--- config.mk ---
export PLATFORM = sky130hd
export DESIGN_NAME = load_writeback_unit
export DESIGN_NICKNAME = d
export VERILOG_FILES = /design/src/rtl/load_writeback_unit.sv
export SDC_FILE = /design/constraint.sdc
export NUM_CORES = 1
export LEC_CHECK = 0
export BUFFER_PORTS_ARGS = -buffer_cell sky130_fd_sc_hd__buf_2
export CAP_MARGIN = 30
export CORE_UTILIZATION = 52
export CTS_CLUSTER_DIAMETER = 60
export DETAILED_ROUTE_END_ITERATION = 6
export PLACE_DENSITY = 0.9
export REMOVE_ABC_BUFFERS = 1
export SKIP_LAST_GASP = 1
export SLEW_MARGIN = 10
export SYNTH_ARGS = -nofsm -noshare
export SYNTH_HDL_FRONTEND = slang
export SYNTH_SLANG_ARGS = --single-unit
--- constraint.sdc ---
create_clock -name clk -period 2.19 [get_ports clk]
set_input_delay 0 -clock clk [delete_from_list [all_inputs] [get_ports clk]]
set_output_delay 0 -clock clk [all_outputs]
set_load 0.01 [all_outputs]
--- src/rtl/load_writeback_unit.sv ---
// load_writeback_unit: multi-cycle MIPS load stage driving the register-file write port.
// Issues one aligned word read, waits for mem_ready (optionally bounded), then
// aligns/extends/byte-masks the word for LB/LBU/LH/LHU/LW/LWL/LWR.
// Ports:
//   clk, rst            clock, synchronous active-high reset
//   start/op/addr/dest  load request from execute (sampled only when idle)
//   busy                high whenever not idle
//   mem_req/mem_addr    word read request to data memory
//   mem_ready/mem_rdata memory response
//   rf_waddr/rf_wen/rf_wdata  register-file write port (per-byte enables)
//   done/exc/exc_code   completion pulse, exception flag and cause
module load_writeback_unit #(
    parameter int unsigned RF_ADDR_WIDTH = 5,
    parameter int unsigned MAX_WAIT      = 255
) (
    input  logic                     clk,
    input  logic                     rst,
    input  logic                     start,
    input  logic [2:0]               op,
    input  logic [31:0]              addr,
    input  logic [RF_ADDR_WIDTH-1:0] dest,
    output logic                     busy,
    output logic                     mem_req,
    output logic [31:0]              mem_addr,
    input  logic                     mem_ready,
    input  logic [31:0]              mem_rdata,
    output logic [RF_ADDR_WIDTH-1:0] rf_waddr,
    output logic [3:0]               rf_wen,
    output logic [31:0]              rf_wdata,
    output logic                     done,
    output logic                     exc,
    output logic [1:0]               exc_code
);

    localparam int unsigned WAIT_W = (MAX_WAIT > 1) ? $clog2(MAX_WAIT) : 1;
    // Counter value on the last permitted wait cycle (unused when MAX_WAIT is 0).
    localparam logic [WAIT_W-1:0] WAIT_LAST = WAIT_W'(MAX_WAIT - 1);

    localparam logic [2:0] OP_LB  = 3'b000;
    localparam logic [2:0] OP_LH  = 3'b001;
    localparam logic [2:0] OP_LWL = 3'b010;
    localparam logic [2:0] OP_LW  = 3'b011;
    localparam logic [2:0] OP_LBU = 3'b100;
    localparam logic [2:0] OP_LHU = 3'b101;
    localparam logic [2:0] OP_LWR = 3'b110;
    localparam logic [2:0] OP_ILL = 3'b111;

    localparam logic [1:0] EXC_ADDR    = 2'b01;
    localparam logic [1:0] EXC_ILLEGAL = 2'b10;
    localparam logic [1:0] EXC_TIMEOUT = 2'b11;

    typedef enum logic [1:0] {
        ST_IDLE = 2'd0,
        ST_REQ  = 2'd1,
        ST_WB   = 2'd2,
        ST_ERR  = 2'd3
    } state_t;

    state_t                   state_q, state_d;
    logic [2:0]               op_q, op_d;
    logic [31:0]              addr_q, addr_d;
    logic [RF_ADDR_WIDTH-1:0] dest_q, dest_d;
    logic [WAIT_W-1:0]        wait_q, wait_d;

    logic                     busy_q, busy_d;
    logic                     mem_req_q, mem_req_d;
    logic [31:0]              mem_addr_q, mem_addr_d;
    logic [RF_ADDR_WIDTH-1:0] rf_waddr_q, rf_waddr_d;
    logic [3:0]               rf_wen_q, rf_wen_d;
    logic [31:0]              rf_wdata_q, rf_wdata_d;
    logic                     done_q, done_d;
    logic                     exc_q, exc_d;
    logic [1:0]               exc_code_q, exc_code_d;

    // Alignment datapath, evaluated on the response word as it arrives.
    logic [1:0]  k;
    logic [31:0] shr_word;
    logic [7:0]  byte_sel;
    logic [15:0] half_sel;
    logic [31:0] algn_data;
    logic [3:0]  algn_wen;
    logic        illegal_c;
    logic        misalign_c;
    logic        timeout_c;

    // State and registered outputs.
    always_ff @(posedge clk) begin
        if (rst) begin
            state_q    <= ST_IDLE;
            op_q       <= 3'b000;
            addr_q     <= 32'd0;
            dest_q     <= '0;
            wait_q     <= '0;
            busy_q     <= 1'b0;
            mem_req_q  <= 1'b0;
            mem_addr_q <= 32'd0;
            rf_waddr_q <= '0;
            rf_wen_q   <= 4'd0;
            rf_wdata_q <= 32'd0;
            done_q     <= 1'b0;
            exc_q      <= 1'b0;
            exc_code_q <= 2'b00;
        end else begin
            state_q    <= state_d;
            op_q       <= op_d;
            addr_q     <= addr_d;
            dest_q     <= dest_d;
            wait_q     <= wait_d;
            busy_q     <= busy_d;
            mem_req_q  <= mem_req_d;
            mem_addr_q <= mem_addr_d;
            rf_waddr_q <= rf_waddr_d;
            rf_wen_q   <= rf_wen_d;
            rf_wdata_q <= rf_wdata_d;
            done_q     <= done_d;
            exc_q      <= exc_d;
            exc_code_q <= exc_code_d;
        end
    end

    // Byte/halfword selection and LWL/LWR merge masks.
    always_comb begin
        k         = addr_q[1:0];
        shr_word  = mem_rdata >> {k, 3'b000};
        byte_sel  = shr_word[7:0];
        half_sel  = k[1] ? mem_rdata[31:16] : mem_rdata[15:0];
        algn_data = 32'd0;
        algn_wen  = 4'b1111;
        case (op_q)
            OP_LB:   algn_data = {{24{byte_sel[7]}}, byte_sel};
            OP_LBU:  algn_data = {24'd0, byte_sel};
            OP_LH:   algn_data = {{16{half_sel[15]}}, half_sel};
            OP_LHU:  algn_data = {16'd0, half_sel};
            OP_LW:   algn_data = mem_rdata;
            // LWL fills the upper bytes; 3-k is ~k for a 2-bit k.
            OP_LWL: begin
                algn_data = mem_rdata << {~k, 3'b000};
                algn_wen  = 4'b1111 << ~k;
            end
            OP_LWR: begin
                algn_data = shr_word;
                algn_wen  = 4'b1111 >> k;
            end
            default: begin
                algn_data = 32'd0;
                algn_wen  = 4'b0000;
            end
        endcase
    end

    // Request checks and wait timeout.
    always_comb begin
        illegal_c  = (op == OP_ILL);
        misalign_c = ((op[1:0] == 2'b01) && addr[0]) ||
                     ((op == OP_LW) && (addr[1:0] != 2'b00));
        timeout_c  = (MAX_WAIT != 0) && (wait_q == WAIT_LAST);
    end

    // Next state and next registered outputs.
    always_comb begin
        state_d    = state_q;
        op_d       = op_q;
        addr_d     = addr_q;
        dest_d     = dest_q;
        wait_d     = wait_q;
        busy_d     = 1'b0;
        mem_req_d  = 1'b0;
        mem_addr_d = 32'd0;
        rf_waddr_d = '0;
        rf_wen_d   = 4'd0;
        rf_wdata_d = 32'd0;
        done_d     = 1'b0;
        exc_d      = 1'b0;
        exc_code_d = 2'b00;

        case (state_q)
            ST_IDLE: begin
                if (start) begin
                    op_d   = op;
                    addr_d = addr;
                    dest_d = dest;
                    busy_d = 1'b1;
                    if (illegal_c || misalign_c) begin
                        state_d    = ST_ERR;
                        done_d     = 1'b1;
                        exc_d      = 1'b1;
                        exc_code_d = illegal_c ? EXC_ILLEGAL : EXC_ADDR;
                    end else begin
                        state_d    = ST_REQ;
                        wait_d     = '0;
                        mem_req_d  = 1'b1;
                        mem_addr_d = {addr[31:2], 2'b00};
                    end
                end
            end
            ST_REQ: begin
                busy_d = 1'b1;
                if (mem_ready) begin
                    state_d    = ST_WB;
                    done_d     = 1'b1;
                    rf_waddr_d = dest_q;
                    rf_wdata_d = algn_data;
                    // Register 0 is never written, but the load still completes.
                    rf_wen_d   = (dest_q == '0) ? 4'd0 : algn_wen;
                end else if (timeout_c) begin
                    state_d    = ST_ERR;
                    done_d     = 1'b1;
                    exc_d      = 1'b1;
                    exc_code_d = EXC_TIMEOUT;
                end else begin
                    wait_d     = wait_q + WAIT_W'(1);
                    mem_req_d  = 1'b1;
                    mem_addr_d = {addr_q[31:2], 2'b00};
                end
            end
            ST_WB:   state_d = ST_IDLE;
            ST_ERR:  state_d = ST_IDLE;
            default: state_d = ST_IDLE;
        endcase
    end

    assign busy     = busy_q;
    assign mem_req  = mem_req_q;
    assign mem_addr = mem_addr_q;
    assign rf_waddr = rf_waddr_q;
    assign rf_wen   = rf_wen_q;
    assign rf_wdata = rf_wdata_q;
    assign done     = done_q;
    assign exc      = exc_q;
    assign exc_code = exc_code_q;

endmodule
==> summary.md, run 1 <==
| Metric | Value |
|---|---|
| Status | finished clean |
| Gpl congestion | 0.8682 |
| Met1 Use GR | 0.3785 |
| Highest clock rate | 0.5109 GHz |
| Post-synth EDFFs | 0 |
| GRT Total Usage | 0.3303 |
| Actual slew at the worst max-slew pin | 861.0 ps |
| Routed WL | roughly 18 mm |
| Clock Tree Buf Depth | 2 |
| Largest net degree at the start of global routing | 38 |
| Final period util | 0.8937 |
| CP startpoint kind | flip-flop |
| Final hold violations | 0 |
| Worst-path clk slew | ~60 ps |
| WS Path Type | reg -> reg |
| Post-synthesis register bit count | ~130 |
| Synthesis Warnings | 0 |
| Slew HR | 0.4239 |
| Cell area power density | 797.9 nW/µm² |
| CTS root buffer | clkbuf_8 |
| Critical Path, Cell by Cell | nor2_1 > nand2_1 > buf_4 > nand2_1 > a21oi_1 > dlygate4sd3_1 |
| Via Count | 6008 |
| Clock buffer count from CTS | 17 |
| Leak pwr | 3.313 nW |
| Die X | 105.3 µm |
| Fillers | 663 |
| # IOs | 155 |
| Post-synthesis sequential area ratio | 0.4581 |
| Layout overhead on the synthesized area | 40.24% |
| Clock skew | roughly 15 ps |
| Worst r2r src | state_q[0] |
| End of the worst hold path | addr_q[21] |
| Crit path capture type | flip-flop |
| Max-cap viol count | 0 |
| Max stage delay on crit path | 570 ps |
| Clock latency on the worst-skew pair | 520 ps |
| Crit path time final | about 2000 ps |
| Hpwl dp | about 11 mm |
| Hold path startpoint | addr[21] |
| Slowest CP cell | dlygate4sd3_1 |
| Required @ worst endpoint | around 2600 ps |
| DR iter-0 viols | ~470 |
| Slew Viols, Final | 0 |
| Grt total ovfl | 0 |
| Sum Neg Setup Slack | 0 ps |
| Post-cts hold buffer count | 80 |
| # placed instances | 890 |
| Hold Path Class | in -> reg |
| Worst Path Max Fanout | 25 |
| Syn avg cell area | 8.768 µm² |
| Post-Syn Instances | 633 |
| Die Area | 11090 µm² |
| Core area | 10320 µm² |
| Post-route insts no fill | 1002 |
| First-pass GRT wire length | approximately 29 mm |
| Port buffer count | 152 |
| Netlist Area Pre-Place | ~5600 µm² |
| WL/cell | 18.32 µm |
| GR peak layer | met2 |
| # rows | 37 |
| Clock sink total | 127 |
| Worst R2R Path Depth | 6 |
| Unrepaired setup endpoints after global routing | false |
| CTS H-tree lvls | 4 |
| M3 GR Usage | 0.06741 |
| Post_cts resized | 0 |
| R2r setup slk | 230 ps |
| Drt first pass iters | 6 |
| Share of layout cells above drive strength 1 | 0.2598 |
| Nets | 931 |
| ANT nets after route | 0 |
| Crit-path leading delay family | buffers and inverters |
| Met2 Use GR | 0.5841 |
| Post-synth ARST share | 0 |
| Final number of setup-violating endpoints | 0 |
| Crit path buffers/inverters | 2 |
| Starting Density | 0.5376 |
| Capturing point of the worst reg2reg path | addr_q[0] |
| Initial antenna violation count | 0 |
| Synth cell types | 61 |
| Drt via density | 5.996 |
| Dominant synthesized flop cell | dfxtp_1 |
| Die Height | between 100 and 150 µm |
| Inserted Diodes | 0 |
| Crit-path most repeated cell | nand2_1 |
| Data arrival, critical path | 2410 ps |
| DRC Markers | 0 |
| CTS tree | done |
| Post-CTS setup buffers | 0 |
| Vias in the first global route | 6001 |
| Peak VDD IR | 0.5658 mV |
| WHS Path Cells | 4 |
-- tightest hold or removal path, delay by kind of cell --
family / cells / cell delay, ps
AND/OR/NAND/NOR: 1 / 60
buffers and inverters: 2 / 640
AO/OA/AOI/OAI: 1 / 50
-- cell type report --
type	count	area [µm²]	area share
multi-input combinational	447	2741	0.3522
tap	136	170.2	0.02186
timing repair buffer	255	1734	0.2228
inverter	5	18.77	0.002411
clock buffer	17	414.1	0.05321
sequential	127	2542	0.3266
clock inverter	15	162.7	0.02090
-- layout by cell type, fill, tap and decap left out, drive strengths merged, types with 11 or more instances in the layout --
cell type / n
inv: 16
clkbuf: 17
a21oi: 65
dlygate4sd3: 80
mux2i: 35
dfxtp: 127
nor2: 42
o21ai: 22
buf: 175
a22oi: 46
a221oi: 11
nand2: 103
-- Yosys cell counts (6+ instances only) --
cell	instances	area [µm²]
nand3_1	6	30.03
o21ai_0	12	60.06
buf_2	17	85.08
clkbuf_1	23	86.33
and3_1	8	50.05
o211ai_1	6	45.04
nand2_1	103	386.6
buf_1	10	37.54
mux2i_1	35	350.3
nor3_1	6	30.03
nor2b_1	9	56.30
dfxtp_1	127	2542
a21oi_1	65	325.3
and2_1	9	56.30
nor2_1	42	157.7
o21ai_1	8	40.04
o2bb2ai_1	9	78.83
a221oi_1	11	96.34
a22oi_1	46	345.3
-- cell families after synthesis --
group	share of synthesized area
compound gates	0.2281
fa+ha+maj	0.004508
buf+inv	0.05072
flops	0.4581
mux	0.07597
other cells	0.0006756
simple gates	0.1819
-- metrics by stage --
stage / hold slack (ps) / worst slack, ps / cell area (µm²) / power [mW] / utilization
after global placement: 247.7 / 457.2 / 6406 / 3.257 / 0.6205
after global routing: 282.3 / 95.05 / 7784 / 6.393 / 0.7540
final: 282.8 / 232.7 / 7784 / 6.210 / 0.7540
after CTS: 264.3 / 267.0 / 7784 / 6.157 / 0.7540
after detailed placement: 248.0 / 386.1 / 6406 / 3.297 / 0.6205
after floorplan: 69.07 / -1860 / 5291 / 2.959 / -
-- routing by layer --
layer	up-vias	share of wire
met4	0	0.030
li1	2715	-
met5	-	0
met1	2800	0.38
met3	66	0.096
met2	427	0.50
-- flip-flops by register name (all words and copies together), names as in the netlist --
register	cells
busy	1
addr_q	32
rf_waddr	5
wait_q	8
exc	1
done	1
rf_wen	4
op_q	3
mem_addr	30
rf_wdata	32
exc_code	2
dest_q	5
mem_req	1
state_q	2
-- worst max path at each step --
stage,cells past startpoint,to,start,slack (ps)
after detailed placement,6,mem_addr[7],state_q[0],390
final,6,addr_q[0],state_q[0],230
after CTS,6,dest_q[1],state_q[0],270
after global routing,6,addr_q[0],state_q[0],100
after floorplan,4,mem_addr[10],state_q[0],-1860
after global placement,6,mem_addr[7],state_q[0],460
-- power by group --
| group | leakage (nW) | internal (mW) | switching [mW] | total [mW] |
|---|---|---|---|---|
| Sequential | 1.03 | 2.41 | 0.0637 | 2.48 |
| Clock | 0.284 | 1.57 | 1.23 | 2.80 |
| Combinational | 2.00 | 0.407 | 0.528 | 0.935 |
| Total | 3.31 | 4.39 | 1.82 | 6.21 |
Note: power is estimated with default switching activity, not from simulation.
==> run 2: changes to the inputs <==
--- a/config.mk
+++ b/config.mk
@@ -11,6 +11,7 @@
 export CTS_CLUSTER_DIAMETER = 60
 export DETAILED_ROUTE_END_ITERATION = 6
 export PLACE_DENSITY = 0.9
+export RECOVER_POWER = 100
 export REMOVE_ABC_BUFFERS = 1
 export SKIP_LAST_GASP = 1
 export SLEW_MARGIN = 10
==> run 2 against run 1 <==
Utilization is 1.2 points lower. Via count decreased by 0.72%. Count of clock-buffer cells in the layout unchanged. Critical path depth stayed put. Combinational power is 2.4% lower. Clock power is essentially flat. Die area did not move. Maximum frequency is 5.1% lower. Final area fell by 1.5%. Hold slack improved by 5.5 ps. Flip-flop and latch count is the same. Final cell count stayed put. Critical path type unchanged. Critical endpoint is now rf_wdata[25].
==> summary.md, run 2 (same netlist as run 1, synthesis figures left out) <==
| Metric | Value |
|---|---|
| Worst R2R Path Depth | 6 (unchanged) |
| Crit-path leading delay family | buffers and inverters |
| Die Area | 11090 µm² (unchanged) |
| M1 WL | 6.997 mm (+1.2%) |
| Actual slew at the worst max-slew pin | 1371 ps (+509.8 ps) |
| Capturing point of the worst reg2reg path | rf_wdata[25] |
| CTS H-tree lvls | 4 (unchanged) |
| Largest net degree at the start of global routing | 38 (unchanged) |
| Post_cts resized | 0 (unchanged) |
| Final number of setup-violating endpoints | 0 (unchanged) |
| Layout overhead on the synthesized area | 38.10% |
| Commonest non-fill, non-tap cells in the layout | dfxtp_1 (127), nand2_1 (103), dlygate4sd3_1 (80) |
| Worst r2r src | addr_q[1] |
| Via Count | 5965 (-0.72%) |
| Grt total ovfl | 0 (unchanged) |
| Die Height | 105.3 µm (unchanged) |
| ANT nets after route | 0 (unchanged) |
| Die X | 105.3 µm (unchanged) |
| Worst hold slack | 288.3 ps (+5.482 ps) |
| Drt via density | 5.953 (-0.72%) |
| WHS Path Cells | 4 (unchanged) |
| GRT Total Usage | 0.3303 (unchanged) |
| Data arrival, critical path | 2440 ps (+30 ps) |
| Highest clock rate | 0.4848 GHz (-5.1%) |
| Hpwl dp | 10.68 mm (unchanged) |
| Met2 WL | 9.208 mm (+0.98%) |
| Clock latency on the worst-skew pair | 520 ps (about the same) |
| DR iter-0 viols | 503 (+8.2%) |
| Critical Path, Cell by Cell | clkbuf_2 > buf_4 > mux2i_1 > mux2i_1 > a22oi_1 > o21ai_0 |
| R2r setup slk | 130 ps (-110 ps) |
| Clock sink total | 127 (unchanged) |
| WL/cell | 18.32 µm (about the same) |
| DR WL met3 | 1.615 mm (-8.8%) |
| Final hold violations | 0 (unchanged) |
| # IOs | 155 (unchanged) |
| Clock buffer count from CTS | 17 (unchanged) |
| Crit path buffers/inverters | 2 (unchanged) |
| Status | finished clean |
| Slew Viols, Final | 0 (unchanged) |
| Vias in the first global route | 6001 (unchanged) |
| Inserted Diodes | 0 (unchanged) |
| Final period util | 0.9418 (+0.04811) |
| Initial antenna violation count | 0 (unchanged) |
| Commonest non-fill, non-tap cell in the layout | dfxtp_1 |
| Layout Utilization | 0.7425 (-0.01151) |
| WS Path Type | reg -> reg |
| Nets | 931 (unchanged) |
| DRC Markers | 0 (unchanged) |
| Leak pwr | 2.979 nW (-10%) |
| Peak VDD IR | 0.5706 mV (+0.84%) |
| Max stage delay on crit path | 400 ps (-170 ps) |
| Core area | 10320 µm² (unchanged) |
| Routed WL | 18.35 mm (about the same) |
| Worst setup path startpoint | addr_q[1] |
| Post-CTS setup buffers | 0 (unchanged) |
| Crit path time final | 2063 ps (+105.4 ps) |
| First-pass GRT wire length | 29.10 mm (unchanged) |
| Slew HR | 0.08612 (-0.3378) |
| Gpl congestion | 0.8682 (unchanged) |
| Top layer in use | met4 |
| CP startpoint kind | flip-flop |
| Share of layout cells above drive strength 1 | 0.1663 (-0.09353) |
| Max-cap viol count | 0 (unchanged) |
| Worst Path Max Fanout | 21 (-16%) |
| Cell area power density | 806.1 nW/µm² (+1.0%) |
| Unrepaired setup endpoints after global routing | false |
| Clock Tree Buf Depth | 2 (unchanged) |
| Crit path capture type | flip-flop |
| Clock skew | 15.73 ps (+1.220 ps) |
| Hold Path Class | in -> reg |
| Slowest CP cell | clkbuf_2 |
| Setup crit end | rf_wdata[25] |
| Crit-path most repeated cell | mux2i_1 |
| Drt first pass iters | 5 (-1) |
| Worst-path clk slew | 70 ps (about the same) |
| Critical path depth | 6 (unchanged) |
| # rows | 37 (unchanged) |
| CTS tree | done |
| Starting Density | 0.5376 (unchanged) |
| Port buffer count | 152 (unchanged) |
| CTS root buffer | clkbuf_8 |
| Required @ worst endpoint | 2560 ps (-80 ps) |
[run 2: changes by cell type in the layout (fill, tap and decap cells not counted), sizes merged]
cell and delta:
buf -78, clkbuf +78
[run 2: power breakdown]
part           leakage (nW)  switching (mW)  internal [mW]
combinational          1.66           0.523          0.390
clock                 0.284            1.22           1.57
sequential             1.03          0.0648           2.41
total                  2.98            1.81           4.37
[run 2: cell type report]
class / instances / area, µm²
multi-input cells: 447 / 2721
fillers: 728 / 2659
flip-flops and latches: 127 / 2542
repair buffers: 255 / 1635
clock buffers: 17 / 414.1
well taps: 136 / 170.2
clock inverters: 15 / 162.7
inverters: 5 / 18.77
[run 2: worst register-to-register path: stages (launching register included)]
cell	delay [ps]
dfxtp_1	360
clkbuf_2	400
buf_4	340
mux2i_1	310
mux2i_1	170
a22oi_1	250
o21ai_0	110
[run 2: metrics by stage]
step	instance area, µm²	power (mW)	std cells	setup slack (ps)	setup TNS, ps
global placement	6406	3.257	890	457.2	0
finish	7665	6.178	1002	127.4	0
detailed placement	6406	3.297	890	386.1	0
global route	7665	6.372	1002	54.00	0
floorplan	5291	2.959	579	-1860	-123150
CTS	7784	6.157	1002	267.0	0
[run 2: repair_timing]
item / 4_1_cts / 5_1_grt
endpoints found under the hold margin: 112 / 0
endpoints found under the setup margin: 0 / 0
hold buffers: 80 / 0
[run 2: routing by layer]
metal / vias up / GRT usage
li1: 2717 / -
met1: 2818 / 0.3785
met2: 374 / 0.5841
met3: 56 / 0.06741
met4: 0 / 0.1600
met5: - / 0
[run 2: worst min path at each step]
stage | to | start
after CTS | mem_addr[4] | addr[4]
after global placement | dest_q[3] | dest[3]
after floorplan | addr_q[0] | rst
after detailed placement | dest_q[3] | dest[3]
final | addr_q[21] | addr[21]
after global routing | addr_q[24] | addr[24]
